===== config.mk =====
export PLATFORM = sky130hd
export DESIGN_NAME = mips_div_unit
export DESIGN_NICKNAME = d
export VERILOG_FILES = /design/src/rtl/mips_div_unit.sv
export SDC_FILE = /design/constraint.sdc
export NUM_CORES = 1
export LEC_CHECK = 0
export ABC_AREA = 1
export CAP_MARGIN = 20
export CORE_UTILIZATION = 47
export DETAILED_ROUTE_END_ITERATION = 12
export PLACE_DENSITY = 0.68
export RECOVER_POWER = 25
export SLEW_MARGIN = 5
export SYNTH_ARGS = -nofsm -noshare
export SYNTH_HDL_FRONTEND = slang
export SYNTH_SLANG_ARGS = --single-unit

===== constraint.sdc =====
create_clock -name clka -period 8.25 [get_ports clka]
set_clock_uncertainty 0.15 [all_clocks]
set_input_delay 1.65 -clock clka [delete_from_list [all_inputs] [get_ports clka]]
set_output_delay 1.65 -clock clka [all_outputs]
set_load 0.05 [all_outputs]

===== src/rtl/mips_div_unit.sv =====
// mips_div_unit: multi-cycle radix-2 restoring divider for DIV/DIVU.
//
// Ports:
//   clka        clock, all state changes on rising edge
//   rst         asynchronous reset, active low
//   start       request a division (sampled in IDLE only)
//   signed_div  1 = DIV (two's complement), 0 = DIVU; sampled with start
//   cancel      pipeline flush; aborts any operation, wins over start
//   dividend    numerator, sampled with start
//   divisor     denominator, sampled with start
//   busy        state != IDLE
//   stall       combinational hold request to the pipeline
//   done        one-cycle pulse; quotient/remainder valid from this cycle
//   quotient    LO result, held until the next done
//   remainder   HI result, held until the next done
//
// Optional feature macro: DIV_EARLY_EXIT_EN -- when defined, an operation whose
// dividend magnitude is below the divisor magnitude skips the iteration and
// finishes one cycle after start. Results are identical either way.
module mips_div_unit #(
  parameter int WIDTH = 32
) (
  input  logic             clka,
  input  logic             rst,
  input  logic             start,
  input  logic             signed_div,
  input  logic             cancel,
  input  logic [WIDTH-1:0] dividend,
  input  logic [WIDTH-1:0] divisor,
  output logic             busy,
  output logic             stall,
  output logic             done,
  output logic [WIDTH-1:0] quotient,
  output logic [WIDTH-1:0] remainder
);
  localparam int CW = $clog2(WIDTH + 1);

  typedef enum logic [1:0] {S_IDLE, S_DIV, S_FINISH} state_t;

  state_t           state;
  logic [CW-1:0]    cnt;
  logic [WIDTH-1:0] rem, quo, dmag;
  logic             qneg, rneg;

  // operand magnitudes, only meaningful in the start cycle
  logic             a_neg, b_neg, early;
  logic [WIDTH-1:0] a_mag, b_mag;

  assign a_neg = signed_div & dividend[WIDTH-1];
  assign b_neg = signed_div & divisor[WIDTH-1];
  assign a_mag = a_neg ? -dividend : dividend;
  assign b_mag = b_neg ? -divisor  : divisor;

`ifdef DIV_EARLY_EXIT_EN
  assign early = (a_mag < b_mag);
`else
  assign early = 1'b0;
`endif

  // One restoring step. The extra top bit keeps the borrow of the trial
  // subtraction; the most negative value's magnitude is 2^(WIDTH-1), which
  // is correct as an unsigned number, so overflow needs no special case.
  logic [WIDTH:0]   shifted, diff;
  logic [WIDTH-1:0] rem_nx, quo_nx, q_fin, r_fin;

  assign shifted = {rem, quo[WIDTH-1]};
  assign diff    = shifted - {1'b0, dmag};
  assign rem_nx  = diff[WIDTH] ? shifted[WIDTH-1:0] : diff[WIDTH-1:0];
  assign quo_nx  = {quo[WIDTH-2:0], ~diff[WIDTH]};
  assign q_fin   = qneg ? -quo_nx : quo_nx;
  assign r_fin   = rneg ? -rem_nx : rem_nx;

  assign busy  = (state != S_IDLE);
  assign stall = (state == S_DIV) | ((state == S_IDLE) & start & ~cancel);

  // Results are written on the edge entering FINISH so they are already
  // valid while done is high.
  always_ff @(posedge clka or negedge rst) begin
    if (!rst) begin
      state     <= S_IDLE;
      cnt       <= '0;
      rem       <= '0;
      quo       <= '0;
      dmag      <= '0;
      qneg      <= 1'b0;
      rneg      <= 1'b0;
      done      <= 1'b0;
      quotient  <= '0;
      remainder <= '0;
    end else begin
      done <= 1'b0;
      if (cancel) begin
        state <= S_IDLE;
        cnt   <= '0;
      end else begin
        case (state)
          S_IDLE: if (start) begin
            rem  <= '0;
            quo  <= a_mag;
            dmag <= b_mag;
            qneg <= a_neg ^ b_neg;
            rneg <= a_neg;
            if (divisor == '0) begin
              quotient  <= '1;
              remainder <= dividend;
              done      <= 1'b1;
              cnt       <= '0;
              state     <= S_FINISH;
            end else if (early) begin
              quotient  <= '0;
              remainder <= dividend;
              done      <= 1'b1;
              cnt       <= '0;
              state     <= S_FINISH;
            end else begin
              cnt   <= CW'(WIDTH);
              state <= S_DIV;
            end
          end
          S_DIV: begin
            rem <= rem_nx;
            quo <= quo_nx;
            cnt <= cnt - CW'(1);
            if (cnt == CW'(1)) begin
              quotient  <= q_fin;
              remainder <= r_fin;
              done      <= 1'b1;
              state     <= S_FINISH;
            end
          end
          S_FINISH: state <= S_IDLE;
          default:  state <= S_IDLE;
        endcase
      end
    end
  end
endmodule


==> out/qor.csv, run 1 <==
stage;metric;value;unit
outcome;outcome;finished with violations;
outcome;violations;capacitance limit, slew limit;
timing;finalCritPeriodShare;79.3;%
synthesis;avgSynthCellArea;6.65;sq um
critical_path;rr_endpoint;quotient[26]$_DFFE_PN0P_;
timing;layout_min_cycle_time;6550;ps
timing;slew_headroom;-249;%
synthesis;netlist_instances;1990;
detailed_routing;postRouteAntennaNets;0;
critical_path;crit_path_end_kind;primary output;
final_layout;seqCellArea;0.00428;sq mm
timing;max_freq;0.153;GHz
synthesis;synth_most_common_cell;nand2_1;
synthesis;synth-simple-area-share;32.8;%
final_layout;nFillCells;2783;
synthesis;synth_adder_area_share;3.74;%
timing;drv_slew;96;
synthesis;ys_ff_latch;171;
critical_path;critPathSlowestCell;nor3_1;
timing;rsz0062_at_grt;false;
power;p_per_area;464;mW/mm^2
floorplan;rows;61;
final_layout;area_growth;16.7;%
synthesis;yosys.area_share.xor_xnor;3.84;%
clock_tree;postCtsHoldBufs;0;
floorplan;die_w;170;microns
detailed_routing;dr.pass1.iters;6;
global_routing;grt_max_degree;96;
clock_tree;clockBufferDepth;2;
critical_path;reg2reg_depth;29;
hold_path;hold_depth;2;
global_routing;grt_pass1_vias;12800;
final_layout;finish.instance_area;0.0155;sq mm
global_routing;overflow;0;
critical_path;critical_path_class;input pin to primary output;
power;internal_power;0.00317;W
synthesis;yosysWarnings;0;
critical_path;crit_path_max_fanout;61;
power;p_seq_share;19.9;%
detailed_routing;dr.first_iter.drc_count;1235;
final_layout;multi_input_area;0.00762;sq mm
placed_design;port_buffers;135;
synthesis;yosys.area.top_type_share;32.3;%
global_routing;antenna_found_initial;0;
critical_path;worstPathCellList;clkdlybuf4s50_1 -> nor3_1 -> clkinv_1 -> buf_4 -> nand2_1 -> clkdlybuf4s50_1;
synthesis;synth_fp_nets;2098;
power;power.switching;0.00399;W
critical_path;critPathMaxStageDelay;950;ps
clock_tree;cts_resized;0;
placed_design;dp_hpwl;31.3;mm
critical_path;r2r_slack;3030;ps
clock_tree;postCtsSetupBuffers;0;
power;p_leak;7.49;nW
power;ir_drop;240;uV
power;comb_power_share;68.7;%
floorplan;io_pins;136;
power;sw_frac_of_total;55.7;%
clock_tree;cts_tree;done;
critical_path;cp.arrival;4750;ps
final_layout;final_layout_size_suffix_gt1_share;5.52;%
clock_tree;numCtsBuffers;17;
synthesis;netlist_top_cells_area;dfrtp_1 (32%), nand2_1 (16%), inv_1 (7.5%);
hold_path;min_to;dmag[22]$_DFFE_PN0P_;
floorplan;core-area;0.0278;sq mm
synthesis;synth_area;0.0132;sq mm
global_routing;grt_pass1_wl;66.4;mm
critical_path;worstPathRequired;6450;ps
clock_tree;cts_sinks;171;
synthesis;seq_area_frac_synth;32.3;%
floorplan;start_util;47.7;%
critical_path;r2r_start;quo[31]$_DFFE_PN0P_;
power;power.share.clock;11.4;%
floorplan;die_y;170;microns
floorplan;dieArea;0.0288;sq mm
hold_path;worstHoldPathType;flip-flop to flip-flop;
hold_path;hp-start;dmag[22]$_DFFE_PN0P_;
detailed_routing;wl;40.8;mm
synthesis;synth_compound_area_share;17.0;%
synthesis;synth_edf_count;0;
placed_design;placed_area;0.0148;sq mm
placed_design;place_congestion;0.934;
synthesis;synth_mux_area_share;0.0756;%
timing;final.setup.tns;0;ps
synthesis;synth_top_area_cell;dfrtp_1;
critical_path;start_kind;input pin;
timing;tightestPinTransition;5230;ps
synthesis;synth_top_family_by_area;simple AND/OR/NAND/NOR gates;
timing;final-setup-viol-count;0;
clock_tree;clk_pin_slew;70;ps
run;drv_cap;1;
final_layout;final_nets;2197;
global_routing;track_usage;29.4;%
critical_path;cp_common_cell;clkdlybuf4s50_1;
synthesis;ys_top_cells_by_count;nand2_1 (555), inv_1 (266), nor2_1 (173);
detailed_routing;vias;13500;
timing;hold_viol_final;0;
clock_tree;htreeDepth;4;
detailed_routing;vias_per_cell;5.45;
clock_tree;clkLatencyLatePin;450;ps
synthesis;synth.distinct_cells;56;
synthesis;async_flop_share;100;%
clock_tree;cts_root_buffer;clkbuf_16;
synthesis;ys.flop_type;dfrtp_1;
detailed_routing;wire_per_inst;16.5;microns
detailed_routing;drc;0;
==> layer usage <==
layer	up-vias	part of all wire [%]	track usage [%]
met3	55	4.9	3.47
met4	0	1.9	8.19
met1	6409	47	41.1
met5	-	0	0
li1	6722	-	-
met2	341	46	47.8
==> critical path, delay by kind of cell <==
family / cells / cell delay (ps)
buf+inv: 4 / 2010
simple gates: 2 / 1090
==> sequential cells by signal (all words and copies together) (netlist names) <==
register   flops
remainder     32
done           1
rem           32
quotient      32
dmag          32
qneg           1
cnt            6
quo           32
state          2
rneg           1
==> kinds of logic after synthesis <==
kind of cell	count (synthesis)
mux	1
simple gates	1013
compound gates	368
flops	171
buf+inv	340
fa+ha+maj	39
xor+xnor	58
==> worst max path at each step <==
stage                       from                   to  slack, ps
after CTS                 cancel                stall       1720
after global routing         rst  rem[27]$_DFFE_PN0P_        860
after global placement    cancel                stall       1850
after detailed placement  cancel                stall       1740
after floorplan            start                stall       3360
final                     cancel                stall       1700
==> metrics by stage <==
| step | std cells | hold WS, ps | setup WS, ps | utilization [%] | power [W] |
|---|---|---|---|---|---|
| global placement | 2446 | 321 | 1850 | 53.4 | 0.00625 |
| global route | 2480 | 350 | 863 | 55.6 | 0.00780 |
| detailed placement | 2446 | 315 | 1740 | 53.4 | 0.00630 |
| finish | 2481 | 335 | 1700 | 55.6 | 0.00717 |
| floorplan | 1990 | 303 | 3360 | - | 0.00505 |
| CTS | 2478 | 334 | 1720 | 55.5 | 0.00714 |
==> power by group through the flow <==
stage / combinational [W] / sequential, W / clock (W)
after floorplan: 0.00315 / 0.00190 / 0
after global placement: 0.00482 / 0.00143 / 0
after detailed placement: 0.00486 / 0.00143 / 0
after CTS: 0.00489 / 0.00142 / 0.000828
after global routing: 0.00549 / 0.00146 / 0.000853
final: 0.00492 / 0.00143 / 0.000817
==> placed cells by master (no fill, tap or decap), types with 13 or more instances in the layout <==
cell type	count
nand2_1	554
inv_1	265
nor2_1	172
dfrtp_1	171
nand3_1	149
o21ai_0	143
clkdlybuf4s50_1	134
a21oi_1	64
nor3_1	41
o22ai_1	39
ha_1	38
xor2_1	36
nand2_2	27
nand4_1	26
o211ai_1	25
xnor2_1	22
clkbuf_16	17
or2_2	13
==> layout make-up <==
| type | instances | share of cell area [%] |
|---|---|---|
| antenna | 1 | 0.0162 |
| multi-input combinational | 1479 | 49.3 |
| timing repair buffer | 148 | 9.57 |
| sequential | 171 | 27.7 |
| clock inverter | 14 | 0.955 |
| tap | 378 | 3.06 |
| inverter | 272 | 6.61 |
| clock buffer | 18 | 2.78 |
No activity file was read; power rests on OpenSTA's default activity.
==> inputs of run 2 (changes only) <==
clock period = 6.2 ns   (was 8.25 ns; I/O delays follow)
==> out/qor.csv, run 2 (same netlist as run 1, synthesis figures left out) <==
stage;metric;value;unit;change
outcome;outcome;finished with violations;;unchanged
outcome;violations;capacitance limit, slew limit;;unchanged
final_layout;diodes;0;;was 1
critical_path;crit_path_max_fanout;39;;was 61
placed_design;placed_area;0.0149;sq mm;was 0.0148 sq mm
global_routing;overflow;0;;unchanged
global_routing;track_usage;28.9;%;was 29.4%
detailed_routing;drc;0;;unchanged
timing;tightestPinTransition;4030;ps;was 5230 ps
placed_design;dp_hpwl;30.9;mm;was 31.3 mm
detailed_routing;wl_met2;18.8;mm;was 18.7 mm
critical_path;cp_top_family;simple AND/OR/NAND/NOR gates;;was buffers and inverters
critical_path;cp_common_cell;nand3_1;;was clkdlybuf4s50_1
clock_tree;cts_resized;0;;unchanged
clock_tree;cts_sinks;171;;unchanged
critical_path;setup.worst_path.start;quo[31]$_DFFE_PN0P_;;was cancel
critical_path;cp_num_buf_inv;4;;unchanged
detailed_routing;vias;13500;;about the same
critical_path;crit_path_end_kind;flip-flop;;was primary output
hold_path;worstHoldPathType;flip-flop to flip-flop;;unchanged
run;drv_cap;1;;unchanged
floorplan;dieArea;0.0288;sq mm;unchanged
timing;layout_min_cycle_time;5160;ps;
power;p_per_area;620;mW/mm^2;was 464 mW/mm^2
critical_path;crit_cells;29;;was 6
power;p_leak;7.50;nW;was 7.49 nW
timing;max_freq;0.194;GHz;
critical_path;rr_endpoint;quotient[28]$_DFFE_PN0P_;;was quotient[26]$_DFFE_PN0P_
placed_design;dp_slack;1100;ps;was 1740 ps
clock_tree;clkLatencyLatePin;440;ps;was 450 ps
critical_path;critPathSlowestCell;fa_1;;was nor3_1
clock_tree;postCtsSetupBuffers;0;;unchanged
global_routing;grt_max_degree;92;;was 96
timing;hold_viol_final;0;;unchanged
global_routing;grt_pass1_wl;65.4;mm;was 66.4 mm
timing;slew_headroom;-168;%;was -249%
critical_path;start_kind;flip-flop;;was input pin
floorplan;io_pins;136;;unchanged
clock_tree;clockBufferDepth;2;;unchanged
detailed_routing;vias_per_cell;5.46;;was 5.45
floorplan;rows;61;;unchanged
detailed_routing;met1_length;18.8;mm;was 19.3 mm
clock_tree;cts_tree;done;;unchanged
critical_path;critical_path_class;flip-flop to flip-flop;;was input pin to primary output
placed_design;place_congestion;0.940;;was 0.934
detailed_routing;wire_per_inst;16.4;microns;was 16.5 microns
placed_design;port_buffers;135;;unchanged
critical_path;worstPathRequired;6380;ps;was 6450 ps
detailed_routing;top_layer;met4;;unchanged
detailed_routing;routed-wl-met3;2.24;mm;was 2.00 mm
timing;rsz0062_at_grt;false;;unchanged
detailed_routing;wl;40.7;mm;was 40.8 mm
critical_path;critPathMaxStageDelay;400;ps;was 950 ps
critical_path;crit_path_end;quotient[28]$_DFFE_PN0P_;;was stall
final_layout;final_layout_size_suffix_gt1_share;5.66;%;was 5.52%
clock_tree;postCtsHoldBufs;0;;unchanged
power;power;0.00960;W;was 0.00717 W
floorplan;core-area;0.0278;sq mm;unchanged
clock_tree;numCtsBuffers;17;;unchanged
timing;setup_ws;1040;ps;was 1700 ps
critical_path;r2r_start;quo[31]$_DFFE_PN0P_;;unchanged
clock_tree;htreeDepth;4;;unchanged
timing;finalCritPeriodShare;83.2;%;
detailed_routing;postRouteAntennaNets;0;;unchanged
timing;final.setup.tns;0;ps;unchanged
floorplan;die_y;170;microns;unchanged
final_layout;area_growth;16.9;%;was 16.7%
global_routing;grt_pass1_vias;12600;;was 12800
critical_path;r2r_slack;1040;ps;was 3030 ps
timing;drv_slew;85;;was 96
global_routing;antenna_found_initial;0;;unchanged
timing;final-setup-viol-count;0;;unchanged
final_layout;final_nets;2197;;unchanged
final_layout;final_cell_mix;nand2_1 (554), inv_1 (265), nor2_1 (172), dfrtp_1 (171), nand3_1 (149);;unchanged
floorplan;start_util;47.7;%;unchanged
power;ir_drop;351;uV;was 240 uV
hold_path;hold_depth;2;;unchanged
final_layout;layout_commonest_cell;nand2_1;;unchanged
detailed_routing;dr.first_iter.drc_count;1401;;was 1235
clock_tree;cts_root_buffer;clkbuf_16;;unchanged
final_layout;finish.instance_area;0.0155;sq mm;about the same
critical_path;reg2reg_depth;29;;unchanged
critical_path;cp.arrival;5340;ps;was 4750 ps
clock_tree;clk_pin_slew;70;ps;about the same
floorplan;die_w;170;microns;unchanged
detailed_routing;dr.pass1.iters;5;;was 6
==> run 2: cell count changes in the layout (fill, tap and decap cells not counted), sizes merged <==
cell           previous run  this run
buf                      12        14
inv                     271       269
bufinv                    2         3
clkbuf                   20        19
clkdlybuf4s25             0         1
clkdlybuf4s50           134       133
clkinv                    8         9
clkinvlp                  5         4
diode                     1         0
==> run 2: metrics by stage <==
stage	instances	hold WS (ps)	util, %
floorplan	1990	303	-
global placement	2448	319	53.5
detailed placement	2448	323	53.5
CTS	2480	342	55.7
global route	2480	349	55.7
finish	2480	337	55.7
==> run 2: worst min-delay path by stage <==
stage,from,to,slack [ps]
floorplan,dmag[10]$_DFFE_PN0P_,dmag[10]$_DFFE_PN0P_,300
global placement,remainder[6]$_DFFE_PN0P_,remainder[6]$_DFFE_PN0P_,320
detailed placement,dmag[7]$_DFFE_PN0P_,dmag[7]$_DFFE_PN0P_,320
CTS,dmag[7]$_DFFE_PN0P_,dmag[7]$_DFFE_PN0P_,340
global route,quotient[31]$_DFFE_PN0P_,quotient[31]$_DFFE_PN0P_,350
finish,quotient[27]$_DFFE_PN0P_,quotient[27]$_DFFE_PN0P_,340
==> run 2: worst min-delay path, delay by kind of cell (launching register included) <==
family,cells,cell delay (ps)
and+or+nand+nor,2,110
DFF,1,350
==> run 2: power by group <==
group          internal (W)  switching (W)
logic               0.00208        0.00448
clock network      0.000658       0.000491
registers           0.00155       0.000346
total               0.00428        0.00532
==> run 2: area by class of cell <==
cell class | instances | area [sq um]
Clock buffer | 19 | 453
Clock inverter | 13 | 169
Fill cell | 2808 | 12300
Inverter | 272 | 1020
Multi-Input combinational cell | 1479 | 7620
Sequential cell | 171 | 4280
Tap cell | 378 | 473
Timing Repair Buffer | 148 | 1460
==> run 2: layer usage <==
| layer | track usage, % | vias to the layer above |
|---|---|---|
| li1 | - | 6708 |
| met1 | 40.1 | 6362 |
| met2 | 47.0 | 426 |
| met3 | 3.86 | 50 |
| met4 | 8.54 | 0 |
| met5 | 0 | - |
